## src/rtl/regfile_wb_arbiter.sv

```systemverilog
// regfile_wb_arbiter
//   Shares the register file's single write port among nreq writeback
//   sources (ALU, load unit, mul/div, ...). A round-robin arbiter grants one
//   valid requester per cycle. The accepted write is captured in a registered
//   write stage that drives the register file on the following cycle.
//   Writes to register 0 complete their handshake but are never presented to
//   the register file.
//
// Ports
//   clock       system clock, all state on the rising edge
//   reset       asynchronous active-high reset
//   en          arbiter enable; 0 freezes grants and new writes
//   req_valid   per-requester write pending
//   req_ready   one-hot grant; transfer on valid[i] & ready[i]
//   req_addr    packed destinations, requester i at [i*addr_len +: addr_len]
//   req_data    packed write data, requester i at [i*dtype +: dtype]
//   wr_en       register file clk_en
//   wr_addr     register file rZ_address
//   wr_data     register file rZ
//   pending     per-register flag: write waiting at a requester or in the
//               write stage
//   last_grant  index of the most recently accepted requester
module regfile_wb_arbiter #(
   parameter int dtype    = 16,
   parameter int nregs    = 8,
   parameter int addr_len = $clog2(nregs),
   parameter int nreq     = 3
) (
   input  logic                      clock,
   input  logic                      reset,
   input  logic                      en,
   input  logic [nreq-1:0]           req_valid,
   output logic [nreq-1:0]           req_ready,
   input  logic [nreq*addr_len-1:0]  req_addr,
   input  logic [nreq*dtype-1:0]     req_data,
   output logic                      wr_en,
   output logic [addr_len-1:0]       wr_addr,
   output logic [dtype-1:0]          wr_data,
   output logic [nregs-1:0]          pending,
   output logic [$clog2(nreq)-1:0]   last_grant
);

   localparam int gw = $clog2(nreq);

   logic [gw-1:0]       rr_ptr_q,     rr_ptr_d;
   logic [gw-1:0]       last_grant_q, last_grant_d;
   logic                wr_en_q,      wr_en_d;
   logic [addr_len-1:0] wr_addr_q,    wr_addr_d;
   logic [dtype-1:0]    wr_data_q,    wr_data_d;

   logic [nreq-1:0]     grant_vec;
   logic [gw-1:0]       grant_idx;
   logic                grant_vld;
   logic [addr_len-1:0] sel_addr;
   logic [dtype-1:0]    sel_data;

   // Scan from rr_ptr upward with wrap; the first valid index wins. The
   // grant depends only on req_valid, en and rr_ptr, never on itself.
   always_comb begin
      int idx;
      idx       = 0;
      grant_vec = '0;
      grant_idx = '0;
      grant_vld = 1'b0;
      if (en && !reset) begin
         for (int k = 0; k < nreq; k++) begin
            idx = int'(rr_ptr_q) + k;
            if (idx >= nreq) idx = idx - nreq;
            if (!grant_vld && req_valid[idx]) begin
               grant_vld      = 1'b1;
               grant_idx      = gw'(idx);
               grant_vec[idx] = 1'b1;
            end
         end
      end
   end

   assign req_ready = grant_vec;

   always_comb begin
      sel_addr = '0;
      sel_data = '0;
      for (int i = 0; i < nreq; i++) begin
         if (grant_vec[i]) begin
            sel_addr = req_addr[i*addr_len +: addr_len];
            sel_data = req_data[i*dtype +: dtype];
         end
      end
   end

   // Idle cycles drop wr_en but hold address/data so the regfile port is
   // quiet. A register-0 destination is consumed with wr_en kept low.
   always_comb begin
      rr_ptr_d     = rr_ptr_q;
      last_grant_d = last_grant_q;
      wr_en_d      = 1'b0;
      wr_addr_d    = wr_addr_q;
      wr_data_d    = wr_data_q;
      if (grant_vld) begin
         rr_ptr_d     = (grant_idx == gw'(nreq - 1)) ? '0 : grant_idx + 1'b1;
         last_grant_d = grant_idx;
         wr_addr_d    = sel_addr;
         wr_data_d    = sel_data;
         wr_en_d      = (sel_addr != '0);
      end
   end

   always_ff @(posedge clock or posedge reset) begin
      if (reset) begin
         rr_ptr_q     <= '0;
         last_grant_q <= '0;
         wr_en_q      <= 1'b0;
         wr_addr_q    <= '0;
         wr_data_q    <= '0;
      end else begin
         rr_ptr_q     <= rr_ptr_d;
         last_grant_q <= last_grant_d;
         wr_en_q      <= wr_en_d;
         wr_addr_q    <= wr_addr_d;
         wr_data_q    <= wr_data_d;
      end
   end

   assign wr_en      = wr_en_q;
   assign wr_addr    = wr_addr_q;
   assign wr_data    = wr_data_q;
   assign last_grant = last_grant_q;

   // Register 0 is never written, so it is never reported as pending.
   always_comb begin
      pending = '0;
      for (int r = 1; r < nregs; r++) begin
         if (wr_en_q && wr_addr_q == addr_len'(r)) pending[r] = 1'b1;
         for (int i = 0; i < nreq; i++) begin
            if (en && req_valid[i] && req_addr[i*addr_len +: addr_len] == addr_len'(r))
               pending[r] = 1'b1;
         end
      end
   end

endmodule

```

## config.mk

```make
export PLATFORM = sky130hd
export DESIGN_NAME = regfile_wb_arbiter
export DESIGN_NICKNAME = d
export VERILOG_FILES = /design/src/rtl/regfile_wb_arbiter.sv
export SDC_FILE = /design/constraint.sdc
export NUM_CORES = 1
export LEC_CHECK = 0
export CAP_MARGIN = 15
export CORE_UTILIZATION = 40
export DETAILED_ROUTE_END_ITERATION = 16
export GPL_TIMING_DRIVEN = 0
export PLACE_DENSITY = 0.79
export REMOVE_ABC_BUFFERS = 1
export SLEW_MARGIN = 20
export SYNTH_ARGS = -nofsm -noshare
export SYNTH_HDL_FRONTEND = slang
export SYNTH_SLANG_ARGS = --single-unit
```

## constraint.sdc

```tcl
create_clock -name clock -period 4.95 [get_ports clock]
set_input_delay 0.495 -clock clock [delete_from_list [all_inputs] [get_ports clock]]
set_output_delay 0.495 -clock clock [all_outputs]
set_load 0.1 [all_outputs]
```

# Yosys cells after proc, flatten, opt, wreduce, memory -nomap -nowiden
# Cells that the tools add are included.
# word_totals
reg_bits	24
inputBits	63
out_inout_bits	33
# op_classes
addsub	6
order_cmp	9
eq_ne	29
muxes	73
bitwise	2
n_reduce_logical	41
# op_table
cell	count
$mux 32	6
$ge 32x1->1 const B	3
$lt 32x4->1 const B	3
$eq 3x3->1 const B	16
$mux 16	3
$mux 1	44
$logic_and 1x1->1	37
$mux 3	9
$eq 3x2->1 const B	8
$eq 3x1->1 const B	4
$mux 2	5
$sub 3x2->4 const B	2
$bmux 1 s2	3
$demux 1 s2	3
$ge 3x2->1 const B	2
$or 3x3->3	2
$add 2x1->3 const B	1
$add 2x2->3 const B	1
$logic_not 1->1	3
$reduce_bool 3->1	1
$sub 2x2->3 const B	1
$add 2x1->2 const B	1
$eq 2x2->1 const B	1
$ge 2x2->1 const B	1

# Depth between registers and ports, before layout
# depth
ltp_word	21
mapped_depth	12
mapped_depth_nobuf	9

# Least setup slack after synthesis
# Ideal clock, no wire load.
# synth_path
path_type	register -> output
start	register rr_ptr_q[0]
end	output req_ready[0]
t_arrival_ns	2.904
slack_ns	1.551
path_stages_with_launch	9
n_path_buf	1
path_cell_list	dfrtp_1 -> inv_1 -> ha_1 -> buf_2 -> inv_1 -> a21oi_1 -> o21ai_0 -> a21boi_2 -> a21oi_1
# synth_between
elab_chain_len	16
elab_cells_between_ends	54
cone_classes	add/sub: 5; order compare: 9; mux: 31; bitwise: 2; reduce/logical: 7
# synth_rtl
element	line_no	source
start, declared	45	logic [gw-1:0] rr_ptr_q, rr_ptr_d;
start signal, assigned	116	rr_ptr_q <= rr_ptr_d;
branches (longest 14 deep; another with $ge 32x1->1)	--	
$mux 3 (*)	69	if (!grant_vld && req_valid[idx]) begin
$mux 3 (*)	65	if (en && !reset) begin
end, declared	33	output logic [nreq-1:0] req_ready,
# Every way passes the cells marked *. The select of a mux whose other input is x is not followed.

# Worst setup path after layout
# layout_path
start	input req_valid[2]
end	output req_ready[1]
# layout_between
elab_chain_len	13
elab_cells_between_ends	25
cone_classes	mux: 19; bitwise: 2; reduce/logical: 4
# layout_rtl
element	line_no	source
start, declared	32	input logic [nreq-1:0] req_valid,
$bmux 1 s2	69	
$mux 1 (not written as such) (2 in series)	69	
$mux 1	69	
$mux 1	65	
$logic_not 1->1	69	
$logic_and 1x1->1	69	
$mux 1	69	
$mux 1	65	
$logic_not 1->1	69	
$logic_and 1x1->1	69	
$mux 3 (*)	69	
$mux 3 (*)	65	
# Mark *: on every way between the ends. The rest lies on a longest branch, timed or not. The select of a mux whose other input is x is not followed.

==> impl_metrics.json <==
{
  "outcome": "completed",
  "cts_buffers": 3,
  "met1_usage_pct": 29.3,
  "layout_commonest_cell": "clkdlybuf4s50_1",
  "slowest_stage": "clkdlybuf4s50_1",
  "io_pins": 96,
  "grt_use_met3_pct": 7.32,
  "ys_ff_latch": 24,
  "hp-class": "register to register",
  "relSlewSlack_pct": 31.7,
  "clockBufferDepth": 2,
  "yosys_warnings": 0,
  "die_width_um": 72.9,
  "gr-usage-met2_pct": 38.9,
  "grt_pass1_vias": 2086,
  "area_growth_pct": 47.7,
  "clock_latency_ns": 0.26,
  "fmax_mhz": 231,
  "maxCapViolations": 0,
  "drcViolationCount": 0,
  "preCtsSetupSlack_ns": 0.627,
  "critical_path_class": "input pin to primary output",
  "synth_top_family_by_area": "compound AO/OA/AOI/OAI gates",
  "initial_core_util_pct": 42.0,
  "die_area_um2": 5310,
  "dp.cells": 396,
  "h-tree-depth": 1,
  "place_hpwl_um": 4360,
  "route.vias.total": 2270,
  "min_period_over_period_pct": 87.6,
  "hold_viol": 0,
  "synthXorXnorAreaFrac_pct": 0,
  "core_um2": 4790,
  "antenna_found_initial": 0,
  "root_buffer": "clkbuf_8",
  "clk_transition_reported_paths_ns": 0.08,
  "crit_path_start_kind": "input pin",
  "synthSimpleGateAreaFrac_pct": 21.8,
  "cts_resized": 0,
  "netlist_instances": 255,
  "synthAdderAreaFrac_pct": 2.49,
  "drt-wirelength-per-cell_um": 14.8,
  "crit_path_frequent_cell": "clkdlybuf4s50_1",
  "grt_use_total_pct": 23.3,
  "cts_tree": "built",
  "peakVddDrop_uv": 438,
  "crit_arrival_ns": 3.84,
  "power_density_nw_per_um2": 724,
  "detail_route.iter0.violations": 208,
  "portBuffers": 94,
  "path_cells": "clkdlybuf4s50_1 -> and4bb_1 -> a31oi_1 -> o21ai_1 -> a21o_1 -> and2_1 -> clkdlybuf4s50_1",
  "antenna_cells": 0,
  "fin_tns_setup_ns": 0,
  "fin_nets": 401,
  "final-max-slew-violation-count": 0,
  "synth_edf_count": 0,
  "drive_gt1_share_pct": 3.61,
  "p_total_uw": 2150,
  "critPathCaptureType": "primary output",
  "syn-cell-area_um2": 2010,
  "rsz0062_at_grt": "no",
  "synth_compound_area_share_pct": 38.9,
  "path_delay_family": "buffers and inverters",
  "gp_congestion": 0.889,
  "ys.flop_type": "dfrtp_1",
  "grt_first_pass_wirelength_um": 9640,
  "worst_clock_skew_ns": 0.00691,
  "finalNonFillerCells": 399,
  "drt.antenna.violating_nets": 0,
  "path_max_fanout": 20,
  "viasPerCell": 5.69,
  "syn_area_per_cell_um2": 7.89,
  "grt_remaining_overflow": 0,
  "first_pass_iters": 4,
  "cts_setup_buffers": 0,
  "max_stage_delay_ns": 1.12,
  "synthDistinctLibCells": 49,
  "synth_mux_area_share_pct": 0,
  "grt_max_degree": 29,
  "crit_required_ns": 4.45,
  "path_buf_inv": 2,
  "fillerInstances": 433,
  "final_cell_mix": "clkdlybuf4s50_1, nand2_1, o21ai_0",
  "grt.busiest_layer": "met2",
  "synthArstFlopShare_pct": 100,
  "dieHeight_um": 72.9,
  "worst_slew_pin_slew_ns": 1.02,
  "fin_ws_ns": 0.612,
  "yosysSeqAreaShare_pct": 29.9,
  "hold_buffers": 0,
  "totalWireLength_um": 5890,
  "core.rowCount": 25,
  "cts_sinks": 24,
  "final.min_clock_period_ns": 4.34,
  "setup_viol": 0,
  "power.leakage_uw": 0.00120
}
[flip-flops by register name, indices dropped and copies added, names as in the netlist]
signal	count
wr_en	1
wr_addr	3
last_grant	2
wr_data	16
rr_ptr_q	2
[per-stage QoR]
stage | util, % | cell area [um^2] | hold slack, ns
2_1_floorplan | - | 1900 | 0.501
3_3_place_gp | 61.1 | 2920 | 0.464
3_5_place_dp | 61.2 | 2930 | 0.469
4_1_cts | 62.0 | 2970 | 0.488
5_1_grt | 62.1 | 2970 | 0.504
6_report | 62.1 | 2970 | 0.484
[routing by layer]
layer	share of wire, %	vias up
met5	0	-
met4	1.1	0
met3	9.1	7
li1	-	1110
met1	43	1065
met2	47	88
[final timing paths]
check	from	end	slack [ns]	cells past startpoint
min	wr_data[3]$_DFFE_PP0P_	wr_data[3]$_DFFE_PP0P_	0.48	2
max reg2reg	rr_ptr_q[0]$_DFFE_PP0P_	wr_en$_DFF_PP0_	1.94	9
max in group asynchronous	reset	rr_ptr_q[1]$_DFFE_PP0P_	3.57	2
min in group asynchronous	reset	wr_data[3]$_DFFE_PP0P_	0.79	2
min reg2reg	wr_data[3]$_DFFE_PP0P_	wr_data[3]$_DFFE_PP0P_	0.48	2
max	req_valid[2]	req_ready[1]	0.61	7
[worst reg2reg max path: cells and delay by family, from the launching register on]
family | cells | cell delay [ns]
compound gates | 6 | 1.69
fa+ha+maj | 1 | 0.57
flops | 1 | 0.40
simple gates | 1 | 0.16
buf+inv | 1 | 0.08
[cells in the mapped netlist, drive strengths merged, types with 2 or more instances]
cell type | instances | area share (%)
a211o | 2 | 0.87
a21o | 7 | 2.6
a21oi | 10 | 2.5
a221oi | 17 | 7.4
a22o | 3 | 1.3
a22oi | 7 | 2.6
a32oi | 4 | 2.1
and2 | 2 | 0.62
and3 | 4 | 1.2
buf | 18 | 5.2
clkbuf | 2 | 0.37
dfrtp | 24 | 30
ha | 4 | 2.5
inv | 6 | 1.1
nand2 | 37 | 6.9
nand2b | 2 | 1.0
nand3 | 8 | 2.0
nand4 | 3 | 0.93
nor2 | 16 | 3.1
nor2b | 14 | 4.5
o211ai | 2 | 0.75
o21ai | 39 | 9.7
o2bb2ai | 2 | 0.87
o311a | 2 | 1.0
o31ai | 4 | 1.5
[area by class of cell]
class | count | area (um^2) | share of cell area (%)
Timing Repair Buffer | 94 | 941 | 31.7
Clock buffer | 3 | 41.3 | 1.39
Multi-Input combinational cell | 205 | 1280 | 43.1
Sequential cell | 24 | 601 | 20.2
Tap cell | 67 | 83.8 | 2.82
Inverter | 6 | 22.5 | 0.758
[logic make-up after synthesis]
kind of cell,Yosys count
AOI/OAI and AO/OA,110
adders and majority gates,4
buffers and inverters,26
DFF,24
other,1
and+or+nand+nor,90
[report_power, final]
group	internal [uW]	leakage [uW]	switching [uW]	total (uW)
clock	54.4	0.0000216	59.0	113
combinational	479	0.000876	1200	1680
sequential	287	0.000300	70.2	358
total	820	0.00120	1330	2150
Note: power is estimated with default switching activity, not from simulation.
